**config.mk**
```make
export PLATFORM = sky130hd
export DESIGN_NAME = dvp_pixel_pack
export DESIGN_NICKNAME = d
export VERILOG_FILES = /design/src/rtl/dvp_pixel_pack.sv
export SDC_FILE = /design/constraint.sdc
export NUM_CORES = 1
export LEC_CHECK = 0
export CORE_MARGIN = 2
export CORE_UTILIZATION = 61
export CTS_CLUSTER_SIZE = 12
export DETAILED_ROUTE_END_ITERATION = 8
export PLACE_DENSITY_LB_ADDON = 0.1
export RECOVER_POWER = 25
export REMOVE_ABC_BUFFERS = 1
export SLEW_MARGIN = 10
export SYNTH_ARGS = -nofsm -noshare
export SYNTH_HDL_FRONTEND = slang
export SYNTH_SLANG_ARGS = --single-unit
```
**constraint.sdc**
```tcl
create_clock -name i_clk -period 6.8 [get_ports i_clk]
set_input_delay 1.36 -clock i_clk [delete_from_list [all_inputs] [get_ports i_clk]]
set_output_delay 1.36 -clock i_clk [all_outputs]
set_load 0.02 [all_outputs]
```
**src/rtl/dvp_pixel_pack.sv**
```systemverilog
// DVP camera byte stream to 16-bit pixel packer with frame skip, line/frame size
// measurement and odd-byte detection. Single clock domain (camera pixel clock).
module dvp_pixel_pack #(
  parameter int unsigned BYTE_ORDER  = 1,
  parameter int unsigned VSYNC_POL   = 1,
  parameter int unsigned SKIP_FRAMES = 2
) (
  input  logic        i_clk,
  input  logic        i_reset_n,
  input  logic        i_enable,
  input  logic        i_cam_vsync,
  input  logic        i_cam_href,
  input  logic [7:0]  i_cam_data,
  output logic        o_video_valid,
  output logic [15:0] o_video_data,
  output logic        o_video_field,
  output logic [15:0] o_video_width,
  output logic [15:0] o_video_high,
  output logic        o_capture_active,
  output logic        o_odd_byte_err
);

  typedef enum logic [1:0] {IDLE, WAIT_VS, SKIP, ACTIVE} state_t;

  localparam logic VS_ACT = (VSYNC_POL != 0);

  state_t      r_state, w_state_n;
  logic        r_s1_vs, r_s2_vs, r_s1_hr, r_s2_hr;
  logic [7:0]  r_s1_data, r_byte0;
  logic [1:0]  r_arm, r_vld_pipe;
  logic [15:0] r_skip_cnt, r_pix_cnt, r_line_cnt, r_pix;
  logic        r_phase;
  logic        w_vs_rise, w_hr_rise, w_hr_fall, w_act, w_byte_en, w_phase, w_pix_fire;
  logic        w_line_end, w_skip_done;
  logic [15:0] w_pix, w_lines_nx;

  // Input sync; edge detection stays off until s2 holds real samples so the
  // reset values never look like an edge.
  always_ff @(posedge i_clk or negedge i_reset_n) begin
    if (!i_reset_n) begin
      r_s1_vs   <= ~VS_ACT;
      r_s2_vs   <= ~VS_ACT;
      r_s1_hr   <= 1'b0;
      r_s2_hr   <= 1'b0;
      r_s1_data <= '0;
      r_arm     <= '0;
    end else begin
      r_s1_vs   <= i_cam_vsync;
      r_s2_vs   <= r_s1_vs;
      r_s1_hr   <= i_cam_href;
      r_s2_hr   <= r_s1_hr;
      r_s1_data <= i_cam_data;
      r_arm     <= {r_arm[0], 1'b1};
    end
  end

  assign w_vs_rise = r_arm[1] && (r_s1_vs == VS_ACT) && (r_s2_vs != VS_ACT);
  assign w_hr_rise = r_arm[1] && r_s1_hr && !r_s2_hr;
  assign w_hr_fall = r_arm[1] && !r_s1_hr && r_s2_hr;

  assign w_act       = (r_state == ACTIVE) && i_enable;
  assign w_byte_en   = w_act && r_s1_hr && (r_s1_vs != VS_ACT);
  assign w_phase     = r_phase && !w_hr_rise;
  assign w_pix_fire  = w_byte_en && w_phase;
  assign w_pix       = (BYTE_ORDER != 0) ? {r_byte0, r_s1_data} : {r_s1_data, r_byte0};
  // s2 vsync gates line end so a line finishing on the vsync edge still counts
  assign w_line_end  = w_act && w_hr_fall && (r_s2_vs != VS_ACT);
  assign w_lines_nx  = !w_line_end ? r_line_cnt :
                       (r_line_cnt == 16'hFFFF) ? r_line_cnt : r_line_cnt + 16'd1;
  assign w_skip_done = (32'(r_skip_cnt) + 32'd1) >= SKIP_FRAMES;

  always_comb begin
    w_state_n = r_state;
    if (!i_enable) begin
      w_state_n = IDLE;
    end else begin
      case (r_state)
        IDLE:    w_state_n = WAIT_VS;
        WAIT_VS: if (w_vs_rise) w_state_n = (SKIP_FRAMES == 0) ? ACTIVE : SKIP;
        SKIP:    if (w_vs_rise && w_skip_done) w_state_n = ACTIVE;
        default: w_state_n = ACTIVE;
      endcase
    end
  end

  always_ff @(posedge i_clk or negedge i_reset_n) begin
    if (!i_reset_n) begin
      r_state          <= IDLE;
      r_skip_cnt       <= '0;
      o_video_field    <= 1'b0;
      o_capture_active <= 1'b0;
    end else begin
      r_state          <= w_state_n;
      o_video_field    <= w_vs_rise && (w_state_n == ACTIVE);
      o_capture_active <= (w_state_n == ACTIVE);
      if (!i_enable || r_state == WAIT_VS)
        r_skip_cnt <= '0;
      else if (r_state == SKIP && w_vs_rise)
        r_skip_cnt <= r_skip_cnt + 16'd1;
    end
  end

  // Byte pairing and two-stage pixel output pipeline
  always_ff @(posedge i_clk or negedge i_reset_n) begin
    if (!i_reset_n) begin
      r_phase      <= 1'b0;
      r_byte0      <= '0;
      r_pix        <= '0;
      r_vld_pipe   <= '0;
      o_video_data <= '0;
    end else begin
      r_vld_pipe <= {r_vld_pipe[0], w_pix_fire};
      if (w_pix_fire) r_pix <= w_pix;
      if (r_vld_pipe[0]) o_video_data <= r_pix;
      if (w_byte_en && !w_phase) r_byte0 <= r_s1_data;
      if (!i_enable)
        r_phase <= 1'b0;
      else if (w_byte_en)
        r_phase <= !w_phase;
      else if (w_hr_rise || w_hr_fall)
        r_phase <= 1'b0;
    end
  end

  assign o_video_valid = r_vld_pipe[1];

  always_ff @(posedge i_clk or negedge i_reset_n) begin
    if (!i_reset_n) begin
      r_pix_cnt      <= '0;
      r_line_cnt     <= '0;
      o_video_width  <= '0;
      o_video_high   <= '0;
      o_odd_byte_err <= 1'b0;
    end else begin
      if (w_act && w_hr_fall && r_phase) o_odd_byte_err <= 1'b1;
      if (!i_enable || w_hr_rise)
        r_pix_cnt <= '0;
      else if (w_pix_fire && r_pix_cnt != 16'hFFFF)
        r_pix_cnt <= r_pix_cnt + 16'd1;
      if (w_line_end && r_pix_cnt != 16'd0) o_video_width <= r_pix_cnt;
      if (!i_enable) begin
        r_line_cnt <= '0;
      end else if (w_act && w_vs_rise) begin
        if (w_lines_nx != 16'd0) o_video_high <= w_lines_nx;
        r_line_cnt <= '0;
      end else begin
        r_line_cnt <= w_lines_nx;
      end
    end
  end

endmodule

```
After elaboration in Yosys (flattened, before gate mapping):

Cells that the tools add are included.

* RAM bits: 0
* bits in read-only memories: 0
* memories: 0
* latch bits: 0
* bits in registers: 142
* word-level logic and storage cells: 84

* bitwise logic cells: 2
* equal/unequal tests: 7
* divide/modulo/power cells: 0
* $mul: 0
* muxes and demuxes: 15
* add/subtract/negate cells: 4
* reductions and logical operators: 35
* shift operators: 0
* order comparisons: 1

Operators with widths (number)
* $mux 16: 8
* $add 16x1->16 const B: 3
* $reduce_bool 16->1: 2
* $logic_and 1x1->1: 21
* $add 16x1->17 const B: 1
* $ge 17x2->1 const B: 1
* $eq 16x16->1 const B: 1
* $ne 16x16->1 const B: 1
* $eq 2x2->1 const B: 3
* $mux 2: 3
* $pmux 2 s3: 1
* $logic_not 1->1: 5
* $reduce_bool 2->1: 2
* $logic_or 1x1->1: 3
* $mux 1: 3
* $ne 3x1->1 const B: 1
* $reduce_and 3->1: 1
* $eq 2x1->1 const B: 1
* $logic_not 2->1: 1
* $not 1->1: 2

Longest topological paths before layout:

* depth after elaboration: 8
* depth in mapped cells: 12
* mapped depth without buffers: 8

Least setup slack after synthesis:

Ideal clock, no wire load.

* path type: input -> register
* from: input port i_enable
* to: register o_video_high[12]
* path slack: 3.648 ns
* path buffers: 3
* arrival: 3.034 ns
* data required time: 6.682 ns
* stages on the path: 10
* cells stage by stage: and3_1 > buf_4 > and4b_1 > buf_4 > and4_1 > mux2i_1 > nor3b_1 > a31o_2 > buf_6 > a21o_1

* word-level cells in the longest chain between the ends: 6
* elaborated cells on any way between the ends: 7
* classes of those cells: mux (1); reduce/logical (6)

RTL lines
* start: declaration: line 10 `input logic i_enable,`
* $logic_and 1x1->1: line 61 `assign w_act = (r_state == ACTIVE) && i_enable;`
* $logic_and 1x1->1 (2 in a row): line 67 `assign w_line_end = w_act && w_hr_fall && (r_s2_vs != VS_ACT);`
* $mux 16: line 68 `assign w_lines_nx = !w_line_end ? r_line_cnt :`
* $reduce_bool 16->1: line 144 `if (w_lines_nx != 16'd0) o_video_high <= w_lines_nx;`
* $reduce_and 3->1 (no source line)
* end signal: assignment: line 144
* end: declaration: line 18 `output logic [15:0] o_video_high,`

Parallel ways exist; a longest one is shown, timed or not.
A chain may end at the register's enable or synchronous reset.

==> impl_metrics.tcl <==
set metrics [dict create \
    fp.coreArea_um2 10300 \
    htreeDepth 4 \
    slew_violations 80 \
    async_flop_share_pct 100 \
    clk_latency_ps 540 \
    timing.final.crit_period_ps 4630 \
    yosys_warnings 0 \
    layout_commonest_cell "dfrtp_1" \
    nNetsFinal 705 \
    violations "max-capacitance violations, max-slew violations" \
    diodes 0 \
    die_h_um 107 \
    syn_inst 632 \
    synth.distinct_cells 51 \
    die-area_um2 11400 \
    place_congestion 0.862 \
    hp-class "flip-flop to flip-flop" \
    cp_top_family "buffers and inverters" \
    start_util_pct 62.7 \
    syn_to_final_growth_pct 19.4 \
    cp_max_fo 79 \
    drt_first_iter_violations 234 \
    ys_seq_area_share_pct 55.1 \
    tightest_slew_ps 4030 \
    hold_path_depth 0 \
    final_area_um2 7700 \
    p_leak_nw 3.61 \
    layout_common_cells "dfrtp_1 (142), nand2_1 (94), nor2_1 (68)" \
    hold_viol 0 \
    cts_num_sinks 142 \
    yosys.area.top_type "dfrtp_1" \
    fp-row-count 37 \
    place_inst 804 \
    antenna_found_initial 0 \
    critical-path-slowest-cell "clkbuf_1" \
    outcome "finished with violations" \
    ant_nets 0 \
    fin_skew_ps 9.54 \
    grt_use_total_pct 24.5 \
    wirelength_mm 13.0 \
    placed_area_um2 7140 \
    cpPeakStageDelay_ps 2780 \
    cts_setup_buffers 0 \
    portBuffers 64 \
    fin_crit_sh_pct 68.1 \
    utilization_pct 74.9 \
    final_cells 836 \
    worst-setup-path-type "primary input to async pin" \
    drt_pass1_iterations 4 \
    vdd_ir_drop_max_v 0.000260 \
    io_pins 65 \
    arrival_ps 5210 \
    holdPathEnd "r_arm[1]$_DFF_PN0_" \
    drv_cap 1 \
    first_global_vias 4694 \
    r2r_slack_ps 3710 \
    vias_per_cell 5.83 \
    crit_path_end_kind "async pin" \
    drive_gt1_share_pct 11.6 \
    cts_resized 0 \
    grt_setup_unrepaired "no" \
    clk_pin_slew_ps 60 \
    max_freq_mhz 216 \
    yosys-top-cells-area "dfrtp_1 (55%), mux2_2 (6.3%), nand2_1 (5.5%)" \
    ys_ff_latch 142 \
    setup_tns_ps 0 \
    slew_headroom_pct -169 \
    grt_first_pass_wirelength_mm 22.1 \
    root_buffer "clkbuf_8" \
    postCtsHoldBufs 0 \
    worstPathBufferInverterCount 2 \
    avgRoutedWirePerCell_um 15.5 \
    start_kind "primary input" \
    avgSynthCellArea_um2 10.2 \
    grt_overflow 0 \
    rr_worst_depth 7 \
    cts_tree "built" \
    grt_max_degree 80 \
    drc 0 \
    totalPowerFinal_mw 1.78 \
    via_count 4875 \
    hpwl_mm 8.71 \
    synth_flop_cell "dfrtp_1" \
    hp-start "r_arm[0]$_DFF_PN0_" \
    synth_area_um2 6450 \
    die_w_um 107 \
    path_cells "clkbuf_1 > buf_4" \
    synth_edf_count 0 \
    cts_buffers 17 \
    r2r_start "r_state[0]$_DFF_PN0_" \
    cts_buffer_depth 2 \
    synth_top_cell_area_share_pct 55.1 \
    finalSetupViolCount 0 \
    rr_endpoint "r_pix_cnt[11]$_DFFE_PN0P_" \
    p_per_area_nw_per_um2 231 \
    crit_required_ps 7370 \
]
-- cell type report --
type | count | area, um^2
flip-flops and latches | 142 | 3550
multi-input cells | 448 | 2720
clock buffers | 17 | 414
fillers | 730 | 2580
well taps | 136 | 170
repair buffers | 67 | 657
inverters | 11 | 41.3
clock inverters | 15 | 149
-- cells by family (layout without fill, tap and decap cells) --
logic type               count (synthesis)  in the layout  share of synthesized area [%]
XOR/XNOR                                21             21                           2.85
AND/OR/NAND/NOR                        275            275                           20.7
multiplexers                            43             43                           7.37
flip-flops                             142            142                           55.1
buffers and inverters                   42            110                           2.89
other                                    1              1                         0.0582
AO/OA/AOI/OAI                          103            103                           10.0
adder cells (fa/ha/maj)                  5              5                          0.970
-- how the worst max path moves through the flow --
stage | startpoint | to | slack [ps] | cells after the start
floorplan | i_enable | r_pix_cnt[9]$_DFFE_PN0P_ | 3170 | 6
global placement | i_enable | r_pix_cnt[13]$_DFFE_PN0P_ | 2160 | 8
detailed placement | i_enable | r_pix_cnt[9]$_DFFE_PN0P_ | 2030 | 8
CTS | i_enable | r_pix_cnt[9]$_DFFE_PN0P_ | 2600 | 8
global route | i_reset_n | r_pix_cnt[1]$_DFFE_PN0P_ | 1280 | 2
finish | i_reset_n | r_pix_cnt[1]$_DFFE_PN0P_ | 2170 | 2
-- per-layer routing --
layer | vias up | share of wire (%) | global-route usage, %
li1 | 2337 | - | -
met4 | 0 | 1.5 | 7.33
met5 | - | 0 | 0
met2 | 101 | 49 | 39.6
met3 | 16 | 3.6 | 7.05
met1 | 2421 | 46 | 32.5
-- report_power, final --
group / leakage [nW] / total, mW / internal, mW / switching, mW
registers: 1.94 / 0.862 / 0.854 / 0.00735
logic: 1.40 / 0.0395 / 0.0120 / 0.0275
clock network: 0.278 / 0.878 / 0.497 / 0.381
-- sequential cells by signal (all words and copies together), names as in the netlist --
| register | cells |
|---|---|
| r_s1_hr | 1 |
| r_s1_vs | 1 |
| o_video_width | 16 |
| r_vld_pipe | 2 |
| o_capture_active | 1 |
| r_state | 2 |
| o_odd_byte_err | 1 |
| o_video_field | 1 |
| r_byte0 | 8 |
| r_skip_cnt | 16 |
| o_video_high | 16 |
| r_s1_data | 8 |
| r_line_cnt | 16 |
| r_pix_cnt | 16 |
| r_pix | 16 |
| r_s2_hr | 1 |
| r_arm | 2 |
| r_phase | 1 |
| o_video_data | 16 |
| r_s2_vs | 1 |
-- cells in the mapped netlist (9+ instances only) --
master / number
mux2_2: 36
nand4_1: 25
xor2_1: 9
nor2_1: 68
nand2_1: 94
nand3_1: 21
and3_1: 14
nor3_1: 9
o21ai_0: 40
a21o_1: 18
o31ai_1: 9
xnor2_1: 12
dfrtp_1: 142
a21oi_1: 12
inv_1: 10
clkbuf_1: 21
-- stage by stage --
stage,hold WS (ps),setup WS (ps)
finish,349,2170
global route,364,1280
CTS,353,2600
detailed placement,338,2030
global placement,333,2160
floorplan,331,3170
Power figures use the tool's default switching activity.
